==> src/rtl/pll_seq_pkg.sv <==
// Shared types for the PLL reset/lock sequencer: FSM state encoding and
// the retry-counter width.
package pll_seq_pkg;

  localparam int RETRY_W = 4;

  typedef enum logic [2:0] {
    PLL_RST   = 3'd0,
    WAIT_LOCK = 3'd1,
    STABLE    = 3'd2,
    RUN       = 3'd3,
    FAIL      = 3'd4
  } pll_state_t;

  function automatic int max3(input int a, input int b, input int c);
    int m;
    m = (a > b) ? a : b;
    return (m > c) ? m : c;
  endfunction

endpackage

==> src/rtl/bit_sync.sv <==
// Two-flop synchroniser with asynchronous active-low clear; output is 0
// while cleared and follows d two clk edges later otherwise.
module bit_sync (
  input  logic clk,
  input  logic rst_n,
  input  logic d,
  output logic q
);

  logic meta;

  always_ff @(posedge clk or negedge rst_n) begin
    if (!rst_n) begin
      meta <= 1'b0;
      q    <= 1'b0;
    end else begin
      meta <= d;
      q    <= meta;
    end
  end

endmodule

==> src/rtl/pll_rst_seq.sv <==
// PLL reset/lock sequencer: pulses PLL RST, waits for a stable LOCKED and
// only then releases the fabric reset; retries, re-sequences and hard-fails.
module pll_rst_seq
  import pll_seq_pkg::*;
#(
  parameter int RST_CYCLES   = 16,
  parameter int LOCK_TIMEOUT = 65536,
  parameter int LOCK_STABLE  = 1024,
  parameter int MAX_RETRY    = 7,
  parameter int LOSS_W       = 8
) (
  input  logic               clk,
  input  logic               rst,
  input  logic               locked_i,
  input  logic               relock_req,
  output logic               pll_rst,
  output logic               sys_rst,
  output logic               running,
  output logic               fail,
  output logic [RETRY_W-1:0] retry_cnt,
  output logic [LOSS_W-1:0]  loss_cnt,
  output logic [2:0]         state_dbg
);

  localparam int TMAX = max3(RST_CYCLES, LOCK_TIMEOUT, LOCK_STABLE);
  localparam int TW   = (TMAX > 1) ? $clog2(TMAX) : 1;

  localparam logic [TW-1:0]      RST_LAST   = TW'(RST_CYCLES - 1);
  localparam logic [TW-1:0]      TO_LAST    = TW'(LOCK_TIMEOUT - 1);
  localparam logic [TW-1:0]      STB_LAST   = TW'(LOCK_STABLE - 1);
  localparam logic [RETRY_W-1:0] RETRY_LIM  = RETRY_W'(MAX_RETRY);

  // Handshake note: relock_req is a single-cycle strobe, sampled on every
  // clk edge; there is no ready/ack, a strobe seen in PLL_RST is dropped.

  pll_state_t         state, state_n;
  logic [TW-1:0]      timer, timer_n;
  logic [RETRY_W-1:0] retry_n;
  logic [LOSS_W-1:0]  loss_n;
  logic               locked_s;

  bit_sync u_lock_sync (
    .clk   (clk),
    .rst_n (rst),
    .d     (locked_i),
    .q     (locked_s)
  );

  always_comb begin
    state_n = state;
    timer_n = timer + 1'b1;
    retry_n = retry_cnt;
    loss_n  = loss_cnt;
    if (relock_req && state != PLL_RST) begin
      state_n = PLL_RST;
      if (state == FAIL) retry_n = '0;
      if (state == RUN && !locked_s && loss_cnt != '1) loss_n = loss_cnt + 1'b1;
    end else begin
      case (state)
        PLL_RST: begin
          if (timer == RST_LAST) state_n = WAIT_LOCK;
        end
        WAIT_LOCK: begin
          if (locked_s) begin
            state_n = STABLE;
          end else if (timer == TO_LAST) begin
            retry_n = retry_cnt + 1'b1;
            state_n = (retry_n == RETRY_LIM) ? FAIL : PLL_RST;
          end
        end
        STABLE: begin
          if (!locked_s) begin
            state_n = WAIT_LOCK;
          end else if (timer == STB_LAST) begin
            state_n = RUN;
            retry_n = '0;
          end
        end
        RUN: begin
          timer_n = timer;
          if (!locked_s) begin
            state_n = PLL_RST;
            if (loss_cnt != '1) loss_n = loss_cnt + 1'b1;
          end
        end
        FAIL: begin
          timer_n = timer;
        end
        default: begin
          state_n = PLL_RST;
        end
      endcase
    end
    // Every phase measures its own duration from zero.
    if (state_n != state) timer_n = '0;
  end

  // Outputs are registered from the next state so they change in the same
  // cycle the registered state does, without decode glitches on PLL RST.
  always_ff @(posedge clk or negedge rst) begin
    if (!rst) begin
      state     <= PLL_RST;
      timer     <= '0;
      retry_cnt <= '0;
      loss_cnt  <= '0;
      pll_rst   <= 1'b1;
      sys_rst   <= 1'b1;
      running   <= 1'b0;
      fail      <= 1'b0;
    end else begin
      state     <= state_n;
      timer     <= timer_n;
      retry_cnt <= retry_n;
      loss_cnt  <= loss_n;
      pll_rst   <= (state_n == PLL_RST) || (state_n == FAIL);
      sys_rst   <= (state_n != RUN);
      running   <= (state_n == RUN);
      fail      <= (state_n == FAIL);
    end
  end

  assign state_dbg = state;

endmodule

==> config.mk <==
export PLATFORM = sky130hd
export DESIGN_NAME = pll_rst_seq
export DESIGN_NICKNAME = d
export VERILOG_FILES = /design/src/rtl/pll_seq_pkg.sv /design/src/rtl/bit_sync.sv /design/src/rtl/pll_rst_seq.sv
export SDC_FILE = /design/constraint.sdc
export NUM_CORES = 1
export LEC_CHECK = 0
export BUFFER_PORTS_ARGS = -buffer_cell sky130_fd_sc_hd__buf_2
export CORE_MARGIN = 3
export CORE_UTILIZATION = 51
export CTS_CLUSTER_DIAMETER = 60
export DETAILED_ROUTE_END_ITERATION = 16
export PLACE_DENSITY = 0.71
export SYNTH_ARGS = -nofsm -noshare
export SYNTH_HDL_FRONTEND = slang
export SYNTH_SLANG_ARGS = --single-unit
==> constraint.sdc <==
create_clock -name clk -period 5.4 [get_ports clk]
set_clock_uncertainty 0.15 [all_clocks]
set_input_delay 0.27 -clock clk [delete_from_list [all_inputs] [get_ports clk]]
set_output_delay 0.27 -clock clk [all_outputs]
set_load 0.005 [all_outputs]
# Word level (Yosys, flattened, before mapping)
# Index checks and enable logic that the tools add are counted.
[classes] n_addsub=3 mul=0 n_div=0 order_cmp=0 n_eq_ne=21 n_shift=0 n_mux=24 bitwise=0 reduce_logical=14
[op_table] operator="two-way mux 16 bit" count=3
[op_table] operator="two-way mux 8 bit" count=5
[op_table] operator="two-way mux 3 bit" count=8
[op_table] operator="two-way mux 4 bit" count=6
[op_table] operator="adder 16 x 1 -> 16 bit (second input constant)" count=1
[op_table] operator="equality test 16 x 10 -> 1 bit (second input constant)" count=1
[op_table] operator="equality test 16 bit (second input constant)" count=1
[op_table] operator="equality test 16 x 4 -> 1 bit (second input constant)" count=1
[op_table] operator="one-hot mux 3 bit (5 select lines)" count=1
[op_table] operator="equality test 3 x 2 -> 1 bit (second input constant)" count=3
[op_table] operator="inequality test 3 bit (second input constant)" count=3
[op_table] operator="adder 8 x 1 -> 8 bit (second input constant)" count=1
[op_table] operator="inequality test 8 bit (second input constant)" count=1
[op_table] operator="one-hot mux 4 bit (2 select lines)" count=1
[op_table] operator="equality test 3 bit (second input constant)" count=2
[op_table] operator="zero test 3 bit" count=2
[op_table] operator="inequality test 3 x 2 -> 1 bit (second input constant)" count=2
[op_table] operator="AND reduction 6 bit" count=1
[op_table] operator="nonzero test 3 bit" count=2
[op_table] operator="adder 4 x 1 -> 4 bit (second input constant)" count=1
[op_table] operator="equality test 4 x 3 -> 1 bit (second input constant)" count=1
[op_table] operator="inequality test 2 x 1 -> 1 bit (second input constant)" count=2
[op_table] operator="AND reduction 4 bit" count=1
[op_table] operator="nonzero test 2 bit" count=2
[op_table] operator="other kinds (8)" count=10
[totals] regBits=37 latchBits=0 ram_bits=0 mem_bits_ro=0 inputBits=4 output_inout_bits=19 elab_cells=72 mem_count=0

# Logic depth before layout (Yosys ltp)
[depth] depth_word=9 depth_mapped=8 depth_no_buf=7

# Modules after synthesis
# A second synthesis with hierarchy kept.
[hier_totals] cells_unflattened=200 hier_area_um2=2162.1
[by_module_without_submodules] mod="pll_rst_seq" instances=1 cells_per_inst=198 area_each_um2=2112.0 seq_area_each_um2=878.3
[by_module_without_submodules] mod="bit_sync" instances=1 cells_per_inst=2 area_each_um2=50.0 seq_area_each_um2=50.0

# Least setup slack after synthesis
# No wires, ideal clock.
[synth_path] path_kind="flip-flop to flip-flop" start="reg timer[11]" end="reg timer[10]" setup_ps=87 arrival_ps=1968 slack_ps=3196 stages_incl_launch_ff=7 cell_sequence="dfrtp_1 > or4_4 > o41a_1 > o22ai_2 > a211oi_2 > buf_6 > a211oi_2"
[synth_between] elab_chain_len=7 word_cells_on_any_way=13
[synth_rtl] element="start: declaration" line_no="pll_rst_seq.sv:37" text="logic [TW-1:0] timer, timer_n;"
[synth_rtl] element="start signal: assignment" line_no="pll_rst_seq.sv:112" text="timer <= timer_n;"
[synth_rtl] element="equality test 16 x 10 -> 1 bit or equality test 16 bit (tied branches)" line_no="pll_rst_seq.sv:74, pll_rst_seq.sv:66"
[synth_rtl] element="two-way mux 3 bit (on tied branches)" line_no="pll_rst_seq.sv:74, pll_rst_seq.sv:66"
[synth_rtl] element="two-way mux 3 bit (on tied branches)" line_no="pll_rst_seq.sv:72, pll_rst_seq.sv:64"
[synth_rtl] element="one-hot mux 3 bit (5 select lines) *" line_no="pll_rst_seq.sv:59" text="case (state)"
[synth_rtl] element="two-way mux 3 bit *" line_no="pll_rst_seq.sv:54" text="if (relock_req && state != PLL_RST) begin"
[synth_rtl] element="inequality test 3 bit *" line_no="pll_rst_seq.sv:95" text="if (state_n != state) timer_n = '0;"
[synth_rtl] element="inequality test 3 x 1 -> 1 bit (no line) or two-way mux 16 bit (tied branches)"
# Mark *: on every way between the ends. The rest lies on a longest branch, timed or not.
# A chain may end at the register's enable or synchronous reset.

# Worst setup path after layout
[layout_path] start="reg state[2] (netlist: state_dbg[2])" end="reg timer[14]"
[layout_between] elab_chain_len=6 word_cells_on_any_way=20
[layout_rtl] element="start: declaration" line_no="pll_rst_seq.sv:36" text="pll_state_t state, state_n;"
[layout_rtl] element="start signal: assignment" line_no="pll_rst_seq.sv:111" text="state <= state_n;"
[layout_rtl] element="two-way mux 3 bit (on tied branches)" line_no="pll_rst_seq.sv:74, pll_rst_seq.sv:66"
[layout_rtl] element="two-way mux 3 bit (on tied branches)" line_no="pll_rst_seq.sv:72, pll_rst_seq.sv:64"
[layout_rtl] element="one-hot mux 3 bit (5 select lines)" line_no="pll_rst_seq.sv:59"
[layout_rtl] element="two-way mux 3 bit" line_no="pll_rst_seq.sv:54"
[layout_rtl] element="inequality test 3 bit" line_no="pll_rst_seq.sv:95"
[layout_rtl] element="inequality test 3 x 1 -> 1 bit (no line) or two-way mux 16 bit (tied branches)"
# Several ways; a longest one is shown, not always the timed one.

==> flow_metrics.env <==
export IMPL_status="complete, no violations"
export IMPL_synth_xor_area_share_pct=9.775
export IMPL_final_common_cell="dfrtp_1"
export IMPL_cp_max_fo=12
export IMPL_grt_pass1_vias=1604
export IMPL_multiInputGateArea_mm2=0.001054
export IMPL_clock_root_buffer="clkbuf_8"
export IMPL_dieArea_mm2=0.004839
export IMPL_cts_resized=0
export IMPL_synth_compound_area_share_pct=16.33
export IMPL_yosysTopAreaCellShare_pct=42.50
export IMPL_routed_via_count=1599
export IMPL_synthMuxAreaShare_pct=1.518
export IMPL_grt_usage_pct=18.34
export IMPL_syn_inst=194
export IMPL_hp_start="relock_req"
export IMPL_cp_required_ns=5.44
export IMPL_holdPathEnd="state_dbg[2]"
export IMPL_dr_wl_met2_mm=1.960
export IMPL_top_layer="met4"
export IMPL_wl_per_cell_um=15.13
export IMPL_tightest_slew_ns=0.9101
export IMPL_worst_r2r_endpoint="timer[14]"
export IMPL_rsz0062_at_grt="false"
export IMPL_fin_crit_sh_pct=47.27
export IMPL_place_ws_ns=2.887
export IMPL_wl_met1_mm=1.843
export IMPL_synth_area_mm2=0.002061
export IMPL_p_sw_mw=0.2480
export IMPL_firstDrtPassIters=4
export IMPL_regArea_um2=928.4
export IMPL_rrSetupSlack_ns=2.85
export IMPL_fin_cells=266
export IMPL_diodes=0
export IMPL_fill_cells=339
export IMPL_path_class="reg -> reg"
export IMPL_yosysWarnings=0
export IMPL_setup_viol=0
export IMPL_hpwl_mm=2.894
export IMPL_antenna_found_initial=0
export IMPL_fin_util_pct=60.75
export IMPL_nets=225
export IMPL_yosysTopAreaCell="dfrtp_1"
export IMPL_netlist_top_cells_area="dfrtp_1 (43%), xnor2_1 (6.8%), a211oi_2 (6.7%)"
export IMPL_min_period_ns=2.552
export IMPL_final_setup_tns_ns=0
export IMPL_viasPerCell=6.011
export IMPL_grt_max_degree=38
export IMPL_cts_buffers=5
export IMPL_drc=0
export IMPL_layout_setup_ws_ns=2.848
export IMPL_clk_pin_slew_ns=0.07
export IMPL_yosysSeqAreaShare_pct=45.05
export IMPL_dieWidth_um=69.57
export IMPL_relSlewSlack_pct=39.32
export IMPL_worstPathArrival_ns=2.59
export IMPL_cts_setup_buffers=0
export IMPL_cts_tree="built"
export IMPL_switching_share_pct=33.55
export IMPL_wl_met3_um=175
export IMPL_clk_path_buf_depth=2
export IMPL_maxCapViolCount=0
export IMPL_synth_adder_area_share_pct=2.429
export IMPL_p_clk_share_pct=24.4
export IMPL_syn_nets=202
export IMPL_comb_power_share_pct=26.3
export IMPL_drive_gt1_share_pct=22.94
export IMPL_syn_to_final_growth_pct=11.17
export IMPL_ant_nets=0
export IMPL_worstSetupEndpointType="register"
export IMPL_final_max_slew_viol_count=0
export IMPL_grt_ovfl_total=0
export IMPL_drtIter0Drc=91
export IMPL_ys_ff_latch=37
export IMPL_synth_top_family_by_area="simple AND/OR/NAND/NOR gates"
export IMPL_numPortBuffers=22
export IMPL_ys_types=48
export IMPL_min_path_type="in -> reg"
export IMPL_gp_congestion=0.8524
export IMPL_ir_drop_v=0.0002368
export IMPL_yosys_area_share_simple_pct=21.07
export IMPL_min_path_cells=2
export IMPL_leakage_nw=0.9836
export IMPL_cp_start_kind="register"
export IMPL_regToRegStartpoint="state_dbg[2]"
export IMPL_layout_common_cells="dfrtp_1 (35), buf_2 (22), xnor2_1 (16)"
export IMPL_avgSynthCellArea_um2=10.62
export IMPL_rows=22
export IMPL_hold_violations=0
export IMPL_cts_sinks=37
export IMPL_htree_levels=2
export IMPL_start_util_pct=54.64
export IMPL_internal_power_mw=0.4910
export IMPL_die_h_um=69.57
export IMPL_p_per_area_mw_per_mm2=322.6
export IMPL_share_seq_of_total_power_pct=49.3
export IMPL_grt_pass1_wl_mm=7.327
export IMPL_core_mm2=0.003771
export IMPL_clk_latency_ns=0.28
export IMPL_ff2ff_path_depth=5
export IMPL_fmax_ghz=0.3918
export IMPL_wl_mm=4.024
export IMPL_num_io_pins=23
export IMPL_place_inst=256
stage by stage:
step                      power (mW)  hold slack (ns)  cell area, um^2
after global placement        0.5561           0.1884             2190
after CTS                     0.7500           0.1075             2291
final                         0.7390           0.1216             2291
after global routing          0.7945           0.1219             2291
after floorplan               0.5185          -0.1756             2061
after detailed placement      0.5650           0.1870             2190
worst max path at each step:
| stage | startpoint | to | slack, ns | cells after the start |
|---|---|---|---|---|
| 3_3_place_gp | timer[11] | timer[0] | 2.96 | 5 |
| 6_report | state_dbg[2] | timer[14] | 2.85 | 5 |
| 5_1_grt | state_dbg[2] | timer[14] | 2.67 | 5 |
| 4_1_cts | state_dbg[2] | timer[14] | 2.87 | 5 |
| 2_1_floorplan | timer[11] | timer[10] | 3.20 | 6 |
| 3_5_place_dp | timer[0] | timer[15] | 2.89 | 6 |
per-layer routing:
| metal | GRT usage (%) | up-vias |
|---|---|---|
| li1 | - | 762 |
| met1 | 24.18 | 791 |
| met2 | 29.66 | 39 |
| met3 | 4.493 | 7 |
| met4 | 5.857 | 0 |
| met5 | 0 | - |
cell families (layout without fill, tap and decap cells):
family                     after synthesis  after routing
AOI/OAI and AO/OA                       38             38
adders and majority gates                4              4
buffers and inverters                   16             40
xor gates and xnor gates                23             23
DFF                                     37             37
and+or+nand+nor                         73             73
muxes                                    3              3
worst max-delay path: stages, from the launching register on:
cell,delay (ns)
dfrtp_1,0.51
or3b_1,0.43
a21oi_1,0.75
and4b_1,0.29
xnor2_1,0.13
a211oi_1,0.20
registers in the layout (all words and copies together) (netlist names):
signal            count
state_dbg             3
u_lock_sync.meta      1
retry_cnt             4
running               1
pll_rst               1
u_lock_sync.q         1
timer                16
fail                  1
loss_cnt              8
sys_rst               1
power groups by stage:
stage | combinational, mW | clock [mW] | sequential, mW
global route | 0.219 | 0.204 | 0.371
detailed placement | 0.196 | 0 | 0.369
finish | 0.194 | 0.180 | 0.365
CTS | 0.199 | 0.188 | 0.364
floorplan | 0.166 | 0 | 0.353
global placement | 0.190 | 0 | 0.366
synth_stat cells (all sizes together):
| library cell | n |
|---|---|
| or4bb | 1 |
| nand4 | 9 |
| nor4b | 1 |
| inv | 6 |
| a211oi | 17 |
| o21ai | 2 |
| dfrtp | 35 |
| nor3 | 6 |
| and3b | 1 |
| a21o | 1 |
| nand2b | 4 |
| nand2 | 12 |
| clkbuf | 4 |
| and4b | 1 |
| mux2 | 1 |
| or3 | 1 |
| dfstp | 2 |
| o22ai | 4 |
| o22a | 2 |
| and3 | 3 |
| a311oi | 1 |
| nand3 | 6 |
| a21oi | 6 |
| nand3b | 2 |
| or4 | 4 |
| a21boi | 1 |
| o32ai | 1 |
| ha | 4 |
| and2 | 2 |
| nor2 | 10 |
| a31oi | 1 |
| nand4bb | 1 |
| xor2 | 7 |
| mux2i | 2 |
| buf | 6 |
| or3b | 2 |
| xnor2 | 16 |
| nor4bb | 1 |
| nor4 | 6 |
| o41a | 1 |
| o31ai | 1 |
final cells by class:
cell class,count,area share (%)
Multi-Input combinational cell,141,45.99
Sequential cell,37,40.52
Timing Repair Buffer,26,6.335
Clock buffer,7,3.332
Tap cell,48,2.622
Inverter,6,0.9831
Clock inverter,1,0.2185
repair_timing:
action,CTS,global route
setup endpoints to repair,0,0
hold buffers,2,0
endpoints found under the hold margin,36,0
Note: power is estimated with default switching activity, not from simulation.
